$ cat src/rtl/adc_phs_cal_if.sv
// Handshake and status bundle between the phase calibration sequencer and its
// software register / capture delay neighbours.
interface adc_phs_cal_if #(
    parameter int unsigned PHS_W = 5,
    parameter int unsigned ERR_W = 16
);
    logic             start;
    logic             sw_override;
    logic [PHS_W-1:0] sw_phs;
    logic             pat_err;
    logic [31:0]      phs_out;
    logic             phs_load;
    logic             busy;
    logic             done;
    logic             cal_ok;
    logic [PHS_W-1:0] win_start;
    logic [PHS_W:0]   win_len;
    logic [ERR_W-1:0] err_last;

    modport master (
        output start, sw_override, sw_phs, pat_err,
        input  phs_out, phs_load, busy, done, cal_ok, win_start, win_len, err_last
    );

    modport slave (
        input  start, sw_override, sw_phs, pat_err,
        output phs_out, phs_load, busy, done, cal_ok, win_start, win_len, err_last
    );
endinterface

$ cat src/rtl/adc_phs_cal_ctrl.sv
// ADC capture phase calibration: sweeps every tap, counts pattern errors per tap and
// programs the centre of the longest clean run of taps.
module adc_phs_cal_ctrl #(
    parameter int unsigned PHS_W      = 5,
    parameter int unsigned SETTLE_CYC = 64,
    parameter int unsigned WIN_CYC    = 1024,
    parameter int unsigned ERR_W      = 16
) (
    input logic          OPB_Clk,
    input logic          OPB_Rst,
    adc_phs_cal_if.slave cal
);
    localparam logic [2:0] StIdle    = 3'd0;
    localparam logic [2:0] StLoad    = 3'd1;
    localparam logic [2:0] StSettle  = 3'd2;
    localparam logic [2:0] StMeasure = 3'd3;
    localparam logic [2:0] StEval    = 3'd4;
    localparam logic [2:0] StFinal   = 3'd5;

    localparam int unsigned CNT_MAX = (SETTLE_CYC > WIN_CYC) ? SETTLE_CYC : WIN_CYC;
    localparam int unsigned CNT_W   = $clog2(CNT_MAX + 1);

    localparam logic [CNT_W-1:0] SETTLE_LAST = CNT_W'(SETTLE_CYC - 1);
    localparam logic [CNT_W-1:0] WIN_LAST    = CNT_W'(WIN_CYC - 1);
    localparam logic [CNT_W-1:0] CNT_ONE     = CNT_W'(1);
    localparam logic [PHS_W-1:0] TAP_LAST    = '1;
    localparam logic [PHS_W-1:0] TAP_ONE     = PHS_W'(1);
    localparam logic [PHS_W:0]   LEN_ONE     = (PHS_W + 1)'(1);
    localparam logic [ERR_W-1:0] ERR_ONE     = ERR_W'(1);

    logic [2:0]       state_q, state_d;
    logic [PHS_W-1:0] tap_q, tap_d;
    logic [CNT_W-1:0] cnt_q, cnt_d;
    logic [ERR_W-1:0] err_q, err_d;
    logic [PHS_W:0]   run_len_q, run_len_d;
    logic [PHS_W-1:0] run_start_q, run_start_d;
    logic [PHS_W:0]   best_len_q, best_len_d;
    logic [PHS_W-1:0] best_start_q, best_start_d;
    logic [PHS_W-1:0] saved_q, saved_d;
    logic [PHS_W-1:0] phs_q, phs_d;
    logic             phs_load_q, phs_load_d;
    logic             busy_q, busy_d;
    logic             done_q, done_d;
    logic             cal_ok_q, cal_ok_d;
    logic [PHS_W-1:0] win_start_q, win_start_d;
    logic [PHS_W:0]   win_len_q, win_len_d;
    logic [ERR_W-1:0] err_last_q, err_last_d;

    // Run/best bookkeeping as it would stand after the current EVAL.
    logic             clean;
    logic             best_upd;
    logic [PHS_W:0]   run_len_nx, best_len_nx, len_m1;
    logic [PHS_W-1:0] run_start_nx, best_start_nx, centre;

    always_comb begin
        clean         = (err_q == '0);
        run_len_nx    = clean ? run_len_q + LEN_ONE : '0;
        run_start_nx  = (clean && run_len_q == '0) ? tap_q : run_start_q;
        best_upd      = run_len_nx > best_len_q;
        best_len_nx   = best_upd ? run_len_nx : best_len_q;
        best_start_nx = best_upd ? run_start_nx : best_start_q;
        len_m1        = best_len_nx - LEN_ONE;
        centre        = best_start_nx + len_m1[PHS_W:1];
    end

    always_comb begin
        state_d      = state_q;
        tap_d        = tap_q;
        cnt_d        = cnt_q;
        err_d        = err_q;
        run_len_d    = run_len_q;
        run_start_d  = run_start_q;
        best_len_d   = best_len_q;
        best_start_d = best_start_q;
        saved_d      = saved_q;
        phs_d        = phs_q;
        phs_load_d   = 1'b0;
        done_d       = 1'b0;
        cal_ok_d     = cal_ok_q;
        win_start_d  = win_start_q;
        win_len_d    = win_len_q;
        err_last_d   = err_last_q;

        case (state_q)
            StIdle: begin
                if (cal.start) begin
                    state_d      = StLoad;
                    tap_d        = '0;
                    cnt_d        = '0;
                    run_len_d    = '0;
                    run_start_d  = '0;
                    best_len_d   = '0;
                    best_start_d = '0;
                    saved_d      = phs_q;
                    phs_d        = '0;
                    phs_load_d   = 1'b1;
                end else if (cal.sw_override && cal.sw_phs != phs_q) begin
                    phs_d      = cal.sw_phs;
                    phs_load_d = 1'b1;
                end
            end
            StLoad: begin
                cnt_d   = '0;
                state_d = StSettle;
            end
            StSettle: begin
                if (cnt_q == SETTLE_LAST) begin
                    cnt_d   = '0;
                    err_d   = '0;
                    state_d = StMeasure;
                end else begin
                    cnt_d = cnt_q + CNT_ONE;
                end
            end
            StMeasure: begin
                if (cal.pat_err && err_q != '1) err_d = err_q + ERR_ONE;
                if (cnt_q == WIN_LAST) begin
                    cnt_d   = '0;
                    state_d = StEval;
                end else begin
                    cnt_d = cnt_q + CNT_ONE;
                end
            end
            StEval: begin
                err_last_d   = err_q;
                run_len_d    = run_len_nx;
                run_start_d  = run_start_nx;
                best_len_d   = best_len_nx;
                best_start_d = best_start_nx;
                phs_load_d   = 1'b1;
                if (tap_q == TAP_LAST) begin
                    state_d     = StFinal;
                    done_d      = 1'b1;
                    win_start_d = best_start_nx;
                    win_len_d   = best_len_nx;
                    if (best_len_nx != '0) begin
                        phs_d    = centre;
                        cal_ok_d = 1'b1;
                    end else begin
                        phs_d    = saved_q;
                        cal_ok_d = 1'b0;
                    end
                end else begin
                    tap_d   = tap_q + TAP_ONE;
                    phs_d   = tap_q + TAP_ONE;
                    state_d = StLoad;
                end
            end
            StFinal: state_d = StIdle;
            default: state_d = StIdle;
        endcase

        busy_d = (state_d != StIdle);
    end

    always_ff @(posedge OPB_Clk or posedge OPB_Rst) begin
        if (OPB_Rst) begin
            state_q      <= StIdle;
            tap_q        <= '0;
            cnt_q        <= '0;
            err_q        <= '0;
            run_len_q    <= '0;
            run_start_q  <= '0;
            best_len_q   <= '0;
            best_start_q <= '0;
            saved_q      <= '0;
            phs_q        <= '0;
            phs_load_q   <= 1'b0;
            busy_q       <= 1'b0;
            done_q       <= 1'b0;
            cal_ok_q     <= 1'b0;
            win_start_q  <= '0;
            win_len_q    <= '0;
            err_last_q   <= '0;
        end else begin
            state_q      <= state_d;
            tap_q        <= tap_d;
            cnt_q        <= cnt_d;
            err_q        <= err_d;
            run_len_q    <= run_len_d;
            run_start_q  <= run_start_d;
            best_len_q   <= best_len_d;
            best_start_q <= best_start_d;
            saved_q      <= saved_d;
            phs_q        <= phs_d;
            phs_load_q   <= phs_load_d;
            busy_q       <= busy_d;
            done_q       <= done_d;
            cal_ok_q     <= cal_ok_d;
            win_start_q  <= win_start_d;
            win_len_q    <= win_len_d;
            err_last_q   <= err_last_d;
        end
    end

    assign cal.phs_out   = 32'(phs_q);
    assign cal.phs_load  = phs_load_q;
    assign cal.busy      = busy_q;
    assign cal.done      = done_q;
    assign cal.cal_ok    = cal_ok_q;
    assign cal.win_start = win_start_q;
    assign cal.win_len   = win_len_q;
    assign cal.err_last  = err_last_q;
endmodule

$ cat src/flat_wrapper.sv
// flat-port wrapper written by rule: the top's interface ports become plain ports
module adc_phs_cal_ctrl_flat 
#(
    parameter int unsigned PHS_W      = 5,
    parameter int unsigned SETTLE_CYC = 64,
    parameter int unsigned WIN_CYC    = 1024,
    parameter int unsigned ERR_W      = 16
)
  (OPB_Clk, OPB_Rst, cal_start, cal_sw_override, cal_sw_phs, cal_pat_err, cal_phs_out, cal_phs_load, cal_busy, cal_done, cal_cal_ok, cal_win_start, cal_win_len, cal_err_last);
  adc_phs_cal_if #(.PHS_W(PHS_W), .ERR_W(ERR_W)) cal_i ();
  input logic OPB_Clk;
  input logic OPB_Rst;
  input wire logic [$bits(cal_i.start)-1:0] cal_start;
  input wire logic [$bits(cal_i.sw_override)-1:0] cal_sw_override;
  input wire logic [$bits(cal_i.sw_phs)-1:0] cal_sw_phs;
  input wire logic [$bits(cal_i.pat_err)-1:0] cal_pat_err;
  output wire logic [$bits(cal_i.phs_out)-1:0] cal_phs_out;
  output wire logic [$bits(cal_i.phs_load)-1:0] cal_phs_load;
  output wire logic [$bits(cal_i.busy)-1:0] cal_busy;
  output wire logic [$bits(cal_i.done)-1:0] cal_done;
  output wire logic [$bits(cal_i.cal_ok)-1:0] cal_cal_ok;
  output wire logic [$bits(cal_i.win_start)-1:0] cal_win_start;
  output wire logic [$bits(cal_i.win_len)-1:0] cal_win_len;
  output wire logic [$bits(cal_i.err_last)-1:0] cal_err_last;
  assign cal_i.start = cal_start;
  assign cal_i.sw_override = cal_sw_override;
  assign cal_i.sw_phs = cal_sw_phs;
  assign cal_i.pat_err = cal_pat_err;
  assign cal_phs_out = cal_i.phs_out;
  assign cal_phs_load = cal_i.phs_load;
  assign cal_busy = cal_i.busy;
  assign cal_done = cal_i.done;
  assign cal_cal_ok = cal_i.cal_ok;
  assign cal_win_start = cal_i.win_start;
  assign cal_win_len = cal_i.win_len;
  assign cal_err_last = cal_i.err_last;
  adc_phs_cal_ctrl #(.PHS_W(PHS_W), .SETTLE_CYC(SETTLE_CYC), .WIN_CYC(WIN_CYC), .ERR_W(ERR_W)) u_core (.OPB_Clk(OPB_Clk), .OPB_Rst(OPB_Rst), .cal(cal_i));
endmodule
$ cat config.mk
export PLATFORM = sky130hd
export DESIGN_NAME = adc_phs_cal_ctrl_flat
export DESIGN_NICKNAME = d
export VERILOG_FILES = /design/src/rtl/adc_phs_cal_if.sv /design/src/rtl/adc_phs_cal_ctrl.sv /design/src/flat_wrapper.sv
export SDC_FILE = /design/constraint.sdc
export NUM_CORES = 1
export LEC_CHECK = 0
export BUFFER_PORTS_ARGS = -buffer_cell sky130_fd_sc_hd__buf_2
export CORE_MARGIN = 10
export CORE_UTILIZATION = 52
export CTS_BUF_LIST = sky130_fd_sc_hd__clkbuf_16
export CTS_CLUSTER_SIZE = 25
export DETAILED_ROUTE_END_ITERATION = 8
export GPL_TIMING_DRIVEN = 0
export PLACE_DENSITY = 0.76
export SLEW_MARGIN = 10
export SYNTH_ARGS = -nofsm -noshare
export SYNTH_HDL_FRONTEND = slang
export SYNTH_SLANG_ARGS = --single-unit
$ cat constraint.sdc
create_clock -name OPB_Clk -period 4.6 [get_ports OPB_Clk]
set_input_delay 0 -clock OPB_Clk [delete_from_list [all_inputs] [get_ports OPB_Clk]]
set_output_delay 0 -clock OPB_Clk [all_outputs]
set_load 0.01 [all_outputs]
==> out/qor.csv <==
stage,metric,value,unit
drt,vias_per_cell,5.371,
yosys,syn_inst,552,
setup_path,r2r-end,u_core.phs_q[4],
setup_path,crit_family,adder cells,
setup_path,cp.depth,25,
yosys,synth_top_area_share,46.19,%
power_and_ir_drop,switching_share,22.07,%
placed_design,hpwlAfterDp,8912,um
final_layout,nNetsFinal,690,
clocking,clk_pin_slew_worst_paths,70,ps
sta,slew_violations,0,
setup_path,cp_max_fo,5,
die,die_w,121.0,um
sta,slew_headroom,18.38,%
setup_path,rr_worst_depth,25,
setup_path,start_kind,flip-flop,
final_layout,num_antenna_cells,0,
yosys,synth_cell_types,60,
setup_path,cp_data_required_time,4800,ps
sta,setup_viol,0,
placed_design,place_ws,-599.9,ps
setup_path,worst-endpoint-arrival,4670,ps
job,maxCapViolCount,0,
setup_path,timing.rr.start,u_core.err_q[0],
drt,ant_nets,0,
die,die_area,14650,um^2
worst_hold_path,hold_end,u_core.phs_q[1],
global_route,grt_pass1_vias,4398,
die,std_cell_rows,36,
yosys,synth_seq_area_share,46.19,%
drt,drc,0,
yosys,synth_ff_type,dfrtp_1,
yosys,synth.cell_area,5309,um^2
global_route,antenna_found_initial,0,
drt,drt-initial-drc-count,249,
global_route,top_usage_layer,met2,
power_and_ir_drop,p_per_area,256.2,nW/um^2
die,start_util,53.82,%
sta,period_minus_slack,4466,ps
setup_path,slowest_stage,dfrtp_1,
placed_design,portBuffers,45,
global_route,grt_max_degree,53,
status,status,completed,
power_and_ir_drop,p_sw,369.5,uW
drt,num_vias,4281,
drt,first_pass_iters,4,
clocking,htree_levels,3,
yosys,avgSynthCellArea,9.617,um^2
global_route,grt_use_met1,21.61,%
global_route,grt.overflow.total,0,
global_route,grt_use_total,17.57,%
setup_path,cp-end-kind,flip-flop,
global_route,met2_usage,29.63,%
sta,rsz0062_at_grt,yes,
setup_path,path_buf_inv,7,
final_layout,fill_cells,742,
sta,timing.final.crit_share,97.08,%
yosys,ys_ff_latch,98,
final_layout,final_common_cell,dfrtp_1,
final_layout,area_delta_synth_final,23.12,%
yosys,synth.yosys.warnings,0,
yosys,synthTopCellsByArea,"dfrtp_1, nand2_1, ha_1",
clocking,cts-root-buf,clkbuf_16,
clocking,cts_buffer_depth,2,
yosys,synth_edf_count,0,
sta,timing.fmax,223.9,MHz
worst_hold_path,hold_depth,3,
worst_hold_path,min_from,cal_sw_phs[1],
die,ios,73,
sta,holdWs,28.76,ps
setup_path,path_class,flip-flop to flip-flop,
final_layout,final-seq-area,2455,um^2
worst_hold_path,hp-class,input pin to flip-flop,
power_and_ir_drop,seq_power_share,51.4,%
power_and_ir_drop,p_comb_share,3.5,%
power_and_ir_drop,clkPwrFrac,45.1,%
sta,layout_setup_ws,134.3,ps
drt,routed_wl,13130,um
die,dieHeight,121.0,um
power_and_ir_drop,p_leak,0.003234,uW
clocking,cts_buffers,9,
final_layout,multi_input_area,2779,um^2
yosys,ys_async_sr_fraction,100.0,%
clocking,clk_latency,350,ps
power_and_ir_drop,power.total,1674,uW
placed_design,gp_congestion,0.8945,
power_and_ir_drop,peakVddDrop,166.7,uV
sta,fin_skew,7.031,ps
drt,wire_per_inst,16.47,um
clocking,cts_tree,done,
setup_path,crit_top_cell,ha_4,
yosys,synth_top_area_cell,dfrtp_1,
setup_path,r2r_slack,130,ps
die,core_area,9864,um^2
final_layout,final_cell_mix,"dfrtp_1, nand2_1, buf_4, buf_2, o21ai_0",
sta,worst_slew_pin_slew,1222,ps
global_route,use_met3,4.048,%
setup_path,slowest_delay,400,ps
clocking,cts.sinks,98,
power_and_ir_drop,p_int,1305,uW
final_layout,final_layout_size_suffix_gt1_share,25.75,%
sta,hold_viol_final,0,
global_route,grt_first_pass_wirelength,21260,um
synthesized netlist by cell type (10+ instances only):
library cell	number
a22o_1	15
nor3_1	12
buf_4	27
mux2_2	10
dfrtp_1	98
clkbuf_1	16
o21ai_0	43
nand2_1	89
nor2_1	37
xor2_1	18
a21oi_1	25
nand3_1	16
ha_1	19
inv_1	22
xnor2_1	11
mux2i_1	13
repair_timing:
| item | CTS | global route |
|---|---|---|
| setup endpoints to repair | 4 | 2 |
| gates resized for setup | 15 | 19 |
| endpoints found under the hold margin | 46 | 0 |
| hold buffers | 1 | 0 |
| setup buffers | 13 | 11 |
| cloned | 1 | 0 |
| pin swaps | 6 | 13 |
area by class of cell:
| class | count | area share (%) |
|---|---|---|
| Inverter | 23 | 1.359 |
| Clock inverter | 6 | 0.9954 |
| Tap cell | 133 | 2.546 |
| Timing Repair Buffer | 71 | 7.083 |
| Buffer | 46 | 4.498 |
| Multi-Input combinational cell | 411 | 42.52 |
| Sequential cell | 98 | 37.56 |
| Clock buffer | 9 | 3.446 |
worst register-to-register path, cell delays in order (launching register included):
cell and delay [ps]:
dfrtp_1 400, inv_2 90, ha_4 130, nor4b_4 280
nand4_4 140, buf_12 180, a21oi_4 190, ha_4 240
and4_4 170, and3_4 150, a31oi_4 160, buf_6 130
buf_8 110, mux2i_4 270, ha_4 240, inv_2 70
ha_4 130, inv_1 50, fa_2 350, inv_1 60
a21o_1 120, a21oi_2 70, xnor2_2 130, xnor3_1 240
mux2i_1 140, o22ai_1 80
state kept, by name, summed over array words and instances (netlist names):
signal,cells
u_core.best_len_q,6
u_core.best_start_q,5
u_core.cal.busy,1
u_core.cal.cal_ok,1
u_core.cal.done,1
u_core.cal.err_last,16
u_core.cal.phs_load,1
u_core.cal.win_len,6
u_core.cal.win_start,5
u_core.cnt_q,11
u_core.err_q,16
u_core.phs_q,5
u_core.run_len_q,6
u_core.run_start_q,5
u_core.saved_q,5
u_core.state_q,3
u_core.tap_q,5
per-stage QoR:
stage | TNS (ps) | util (%) | instances | area (um^2)
global route | -93.69 | 66.26 | 797 | 6536
global placement | -595.7 | 59.40 | 756 | 5859
CTS | 0 | 64.47 | 787 | 6360
floorplan | 0 | - | 578 | 5468
finish | 0 | 66.26 | 797 | 6536
detailed placement | -849.8 | 59.70 | 757 | 5889
routing by layer:
metal	vias to the layer above	wire length, um
li1	2058	-
met1	2087	5556
met2	109	6687
met3	27	637
met4	0	248
met5	-	0
worst max-delay path by stage:
stage	endpoint	start
2_1_floorplan	u_core.phs_q[4]	u_core.err_q[0]
3_3_place_gp	u_core.phs_q[4]	u_core.err_q[1]
3_5_place_dp	u_core.phs_q[4]	u_core.err_q[1]
4_1_cts	u_core.phs_q[4]	u_core.err_q[1]
5_1_grt	u_core.phs_q[4]	u_core.err_q[0]
6_report	u_core.phs_q[4]	u_core.err_q[0]
power groups by stage:
stage / logic, uW / clock network (uW) / registers (uW)
final: 58.2 / 755 / 861
after CTS: 57.5 / 763 / 861
after floorplan: 42.7 / 0 / 878
after global routing: 65.1 / 800 / 861
after global placement: 52.9 / 0 / 878
after detailed placement: 56.7 / 0 / 878
cells by family after synthesis:
| kind of cell | after synthesis | share of synthesized area [%] |
|---|---|---|
| AND/OR/NAND/NOR | 200 | 18.67 |
| AO/OA/AOI/OAI | 108 | 12.94 |
| flip-flops | 98 | 46.19 |
| buffers and inverters | 70 | 6.929 |
| XOR/XNOR | 31 | 5.515 |
| multiplexers | 24 | 4.831 |
| adder cells (fa/ha/maj) | 20 | 4.855 |
| other | 1 | 0.07064 |
(Power assumes the default switching activity.)
